<file path="config.mk">
export PLATFORM = sky130hd
export DESIGN_NAME = program_loader
export DESIGN_NICKNAME = d
export VERILOG_FILES = /design/src/rtl/loader_pkg.sv /design/src/rtl/byte_packer.sv /design/src/rtl/program_loader.sv
export SDC_FILE = /design/constraint.sdc
export NUM_CORES = 1
export LEC_CHECK = 0
export CAP_MARGIN = 20
export CORE_UTILIZATION = 30
export CTS_CLUSTER_DIAMETER = 30
export DETAILED_ROUTE_END_ITERATION = 7
export GPL_TIMING_DRIVEN = 1
export PLACE_DENSITY = 0.63
export SLEW_MARGIN = 20
export SYNTH_ARGS = -nofsm -noshare
export SYNTH_HDL_FRONTEND = slang
export SYNTH_SLANG_ARGS = --single-unit
</file>
<file path="constraint.sdc">
create_clock -name clk -period 2.35 [get_ports clk]
set_clock_uncertainty 0.1 [all_clocks]
set_input_delay 0.235 -clock clk [delete_from_list [all_inputs] [get_ports clk]]
set_output_delay 0.235 -clock clk [all_outputs]
set_load 0.02 [all_outputs]
</file>
<file path="src/rtl/loader_pkg.sv">
// loader_pkg: loader FSM state encoding, bytes per word and length-byte mask
package loader_pkg;
  typedef enum logic [2:0] {IDLE, GET_LEN, GET_BYTE, WRITE, FINISH} loader_state_t;
  localparam int BYTES_PER_WORD = 4;
  localparam logic [4:0] LEN_MASK = 5'h1F;
endpackage

</file>
<file path="src/rtl/byte_packer.sv">
// byte_packer: packs bytes little-endian into a word (clk, reset, clear, clear_sum, shift, byte_data -> word, word_full=next byte completes word, checksum)
module byte_packer import loader_pkg::*; #(
  parameter int DATA_WIDTH = 32
) (
  input  logic                  clk,
  input  logic                  reset,
  input  logic                  clear,
  input  logic                  clear_sum,
  input  logic                  shift,
  input  logic [7:0]            byte_data,
  output logic [DATA_WIDTH-1:0] word,
  output logic                  word_full,
  output logic [7:0]            checksum
);
  localparam int CW = $clog2(BYTES_PER_WORD);
  logic [CW-1:0] count;
  assign word_full = count == CW'(BYTES_PER_WORD - 1);
  always_ff @(posedge clk or posedge reset)
    if (reset) begin
      count    <= '0;
      word     <= '0;
      checksum <= '0;
    end else begin
      if (clear) begin
        count <= '0;
        word  <= '0;
      end else if (shift) begin
        count <= count + 1'b1;
        word  <= {byte_data, word[DATA_WIDTH-1:8]};
      end
      if (clear_sum) checksum <= '0;
      else if (shift) checksum <= checksum ^ byte_data;
    end
endmodule

</file>
<file path="src/rtl/program_loader.sv">
// program_loader: loads a byte-stream image into program memory, stalls/restarts the CPU and muxes the memory address (start, byte_valid/data/ready, cpu_address/stall/restart, mem_*, load_busy/done/checksum)
module program_loader import loader_pkg::*; #(
  parameter int ADDR_WIDTH = 5,
  parameter int DATA_WIDTH = 32
) (
  input  logic                  clk,
  input  logic                  reset,
  input  logic                  start,
  input  logic                  byte_valid,
  input  logic [7:0]            byte_data,
  output logic                  byte_ready,
  input  logic [ADDR_WIDTH-1:0] cpu_address,
  output logic                  cpu_stall,
  output logic                  cpu_restart,
  output logic [ADDR_WIDTH-1:0] mem_byte_address,
  output logic                  mem_write_enable,
  output logic [DATA_WIDTH-1:0] mem_write_data,
  output logic                  load_busy,
  output logic                  load_done,
  output logic [7:0]            load_checksum
);
  loader_state_t state;
  logic [ADDR_WIDTH-1:0] word_index, word_last;
  logic xfer, word_full;
  assign byte_ready       = state == GET_LEN || state == GET_BYTE;
  assign xfer             = byte_valid && byte_ready;
  assign load_busy        = state != IDLE;
  assign cpu_stall        = load_busy;
  assign load_done        = state == FINISH;
  assign cpu_restart      = load_done;
  assign mem_write_enable = state == WRITE;
  assign mem_byte_address = state == IDLE ? cpu_address : word_index;
  byte_packer #(.DATA_WIDTH(DATA_WIDTH)) u_packer (
    .clk       (clk),
    .reset     (reset),
    .clear     ((xfer && state == GET_LEN) || state == WRITE),
    .clear_sum (xfer && state == GET_LEN),
    .shift     (xfer && state == GET_BYTE),
    .byte_data (byte_data),
    .word      (mem_write_data),
    .word_full (word_full),
    .checksum  (load_checksum)
  );
  always_ff @(posedge clk or posedge reset)
    if (reset) begin
      state      <= IDLE;
      word_index <= '0;
      word_last  <= '0;
    end else
      case (state)
        IDLE:     if (start) state <= GET_LEN;
        GET_LEN:
          if (byte_valid) begin
            word_last  <= ADDR_WIDTH'(byte_data[4:0] & LEN_MASK);
            word_index <= '0;
            state      <= GET_BYTE;
          end
        GET_BYTE: if (byte_valid && word_full) state <= WRITE;
        WRITE:
          if (word_index == word_last) state <= FINISH;
          else begin
            word_index <= word_index + 1'b1;
            state      <= GET_BYTE;
          end
        FINISH:   state <= IDLE;
        default:  state <= IDLE;
      endcase
endmodule

</file>
==> impl_metrics.toml <==
[power_and_ir_drop]
cellLeakagePower_nw = 1.49
p_int_w = 0.00283
power_w = 0.00479
p_seq_frac = 0.358
switchingPower_w = 0.00197
pwr-share-clk = 0.119
pwr-share-comb = 0.522
powerDensity_nw_per_um2 = 1430
vdd_drop_max_mv = 0.450
swShare = 0.410

[detailed_routing]
drc = 0
vias = 1788
final_antenna_net_count = 0
drt-vias-per-instance = 4.69
wl_per_cell_um = 14.1
drt_iter0_markers = 65
dr.pass1.iters = 4
wl_mm = 5.36

[worst_setup_path]
r2r_start = "state[0]"
cp.arrival_ns = 1.94
crit_required_ns = 2.02
path_class = "flop to output pin"
crit_path_start = "state[2]"
endpoint_kind = "output pin"
worstPathMaxFanout = 5
crit_path_start_kind = "flop"

[cts]
cts_root_buf = "clkbuf_8"
cts_max_level = 2
cts_buffers = 5
clkTransAtPathRegs_ns = 0.11
clockBufferDepth = 2
cts_sinks = 55
clkLatencyLatePin_ns = 0.31
cts_tree = "built"

[floorplan]
die_h_um = 92.4
num_rows = 32
dieArea_sq_um = 8540
ios = 68
initial_core_util = 0.314
chipWidth_um = 92.4
core_area_sq_um = 7810

[outcome]
status = "finished clean"

[grt]
grt_pass1_vias = 1727
grt_max_degree = 21
grt_pass1_wl_mm = 8.67
groute.usage.overall = 0.129
antenna_found_initial = 0
grt_overflow = 0

[cells_and_area]
nNetsFinal = 297
diodes = 0
filler_cell_count = 747
drive_gt1_frac = 0.140
final_area_sq_um = 3350
area_delta_synth_final_pct = 36.5

[hold_path]
hold_class = "input port to asynchronous set/reset pin"

[sta]
worstMarginPinSlew_ns = 0.530
finalSetupViolations = 0
hold_ws_ns = 0.128
drv_slew = 0
fin_crit_sh = 0.969
relSlewSlack = 0.647
fin_tns_setup_ns = 0
final_hold_viol_count = 0
max_freq_mhz = 439
finalCriticalPeriod_ns = 2.28
rsz0062_at_grt = "false"

[place]
dp.final_hpwl_mm = 3.82
portBuffers = 67
place.gp.congestion = 0.704
placed_area_sq_um = 3220

[synth]
synthesis.nets = 228
netlist_instances = 209
syn_area_per_cell_sq_um = 11.7
ys_seq_elements = 55
seq_area_frac_synth = 0.561
netlist_area_sq_um = 2450
yosysWarnings = 0
yosysUniqueCellTypes = 36

[run]
drv_cap = 0
## cells by family (layout without fill, tap and decap cells)
group | Yosys count | in the layout | synth area share
muxes | 10 | 10 | 0.0459
buffers and inverters | 21 | 91 | 0.0531
adders and majority gates | 2 | 2 | 0.0102
DFF | 55 | 55 | 0.561
AOI/OAI and AO/OA | 44 | 44 | 0.140
xor gates and xnor gates | 14 | 14 | 0.0531
and+or+nand+nor | 63 | 63 | 0.137
## critical path: stages (launching register included)
cell and delay, ns:
dfrtp_1 0.42, nor3_4 0.30, mux2_2 0.37, clkdlybuf4s50_1 0.54
## repair_timing
| item | 4_1_cts | 5_1_grt |
|---|---|---|
| buffers inserted | 0 | 2 |
| hold buffers | 0 | 0 |
| setup endpoints to repair | 5 | 5 |
| gates resized for setup | 1 | 3 |
## placed cells by master, fill, tap and decap left out, types with 2 or more instances in the layout
cell type | synthesis | final
dfrtp_1 | 55 | 55
inv_2 | 1 | 2
nor2_1 | 12 | 12
ha_1 | 2 | 2
a21oi_1 | 5 | 5
dlymetal6s2s_1 | 0 | 3
inv_8 | 0 | 2
clkbuf_8 | 0 | 5
buf_4 | 5 | 10
nand3_1 | 2 | 2
o21ai_0 | 4 | 4
xnor2_1 | 4 | 4
nand2b_1 | 2 | 2
a22o_1 | 25 | 25
o211ai_1 | 4 | 4
xor2_1 | 9 | 9
nand2_1 | 32 | 32
mux2_2 | 10 | 10
nor3_1 | 4 | 4
inv_1 | 4 | 3
clkdlybuf4s50_1 | 0 | 64
nand4b_1 | 2 | 2
## layer usage
layer	wire (um)	vias up	track usage
met5	0	-	0
met4	95	0	0.0417
met3	194	8	0.0279
met2	2440	41	0.194
met1	2640	865	0.184
li1	-	874	-
## through the flow
| stage | std cells | setup slack, ns | util |
|---|---|---|---|
| finish | 381 | 0.0732 | 0.429 |
| global route | 381 | 0.00108 | 0.429 |
| CTS | 379 | 0.0206 | 0.426 |
| detailed placement | 371 | 0.295 | 0.412 |
| global placement | 371 | 0.337 | 0.412 |
| floorplan | 209 | 0.637 | - |
## sequential cells by signal, summed over array words and instances, names as in the netlist
| signal | flops |
|---|---|
| state | 3 |
| u_packer.count | 2 |
| word_last | 5 |
| u_packer.checksum | 8 |
| word_index | 5 |
| u_packer.word | 32 |
## area by class of cell
class                   count  area (sq um)  area share
multi-input cells         133           952       0.284
inverters                   5          18.8     0.00561
flip-flops and latches     55          1380       0.411
clock inverters             3          31.3     0.00934
well taps                 102           128      0.0381
clock buffers               5          68.8      0.0206
repair buffers             78           773       0.231
## final timing paths
| kind | to | slack [ns] | cells after the start |
|---|---|---|---|
| setup / recovery | mem_byte_address[3] | 0.07 | 3 |
| hold / removal | u_packer.word[9] | 0.13 | 2 |
| setup reg to reg | word_index[1] | 0.55 | 5 |
| hold reg to reg | u_packer.word[0] | 0.41 | 1 |
| max in group asynchronous | state[0] | 1.42 | 3 |
| min in group clk | u_packer.word[29] | 0.40 | 3 |
## power by group through the flow
stage	logic, W	registers [W]	clock network (W)
final	0.00250	0.00172	0.000572
after CTS	0.00252	0.00172	0.000597
after detailed placement	0.00250	0.00173	0
after global placement	0.00247	0.00173	0
after floorplan	0.00122	0.00199	0
after global routing	0.00270	0.00178	0.000633
## Yosys cell counts, drive strengths merged
library cell | instances | share of area
a21o | 1 | 0.0031
a21oi | 5 | 0.010
a221o | 1 | 0.0041
a22o | 25 | 0.089
a41oi | 1 | 0.0036
and4 | 1 | 0.0041
and4bb | 1 | 0.0051
buf | 16 | 0.045
dfrtp | 55 | 0.56
ha | 2 | 0.010
inv | 5 | 0.0076
mux2 | 10 | 0.046
nand2 | 32 | 0.049
nand2b | 2 | 0.0051
nand3 | 2 | 0.0041
nand3b | 1 | 0.0082
nand4 | 2 | 0.0077
nand4b | 2 | 0.0071
nor2 | 13 | 0.021
nor3 | 5 | 0.012
nor3b | 1 | 0.0031
nor4bb | 1 | 0.010
o211ai | 4 | 0.012
o21a | 1 | 0.0031
o21ai | 5 | 0.010
o22a | 1 | 0.0041
xnor2 | 5 | 0.021
xor2 | 9 | 0.032
Power figures use the tool's default switching activity.
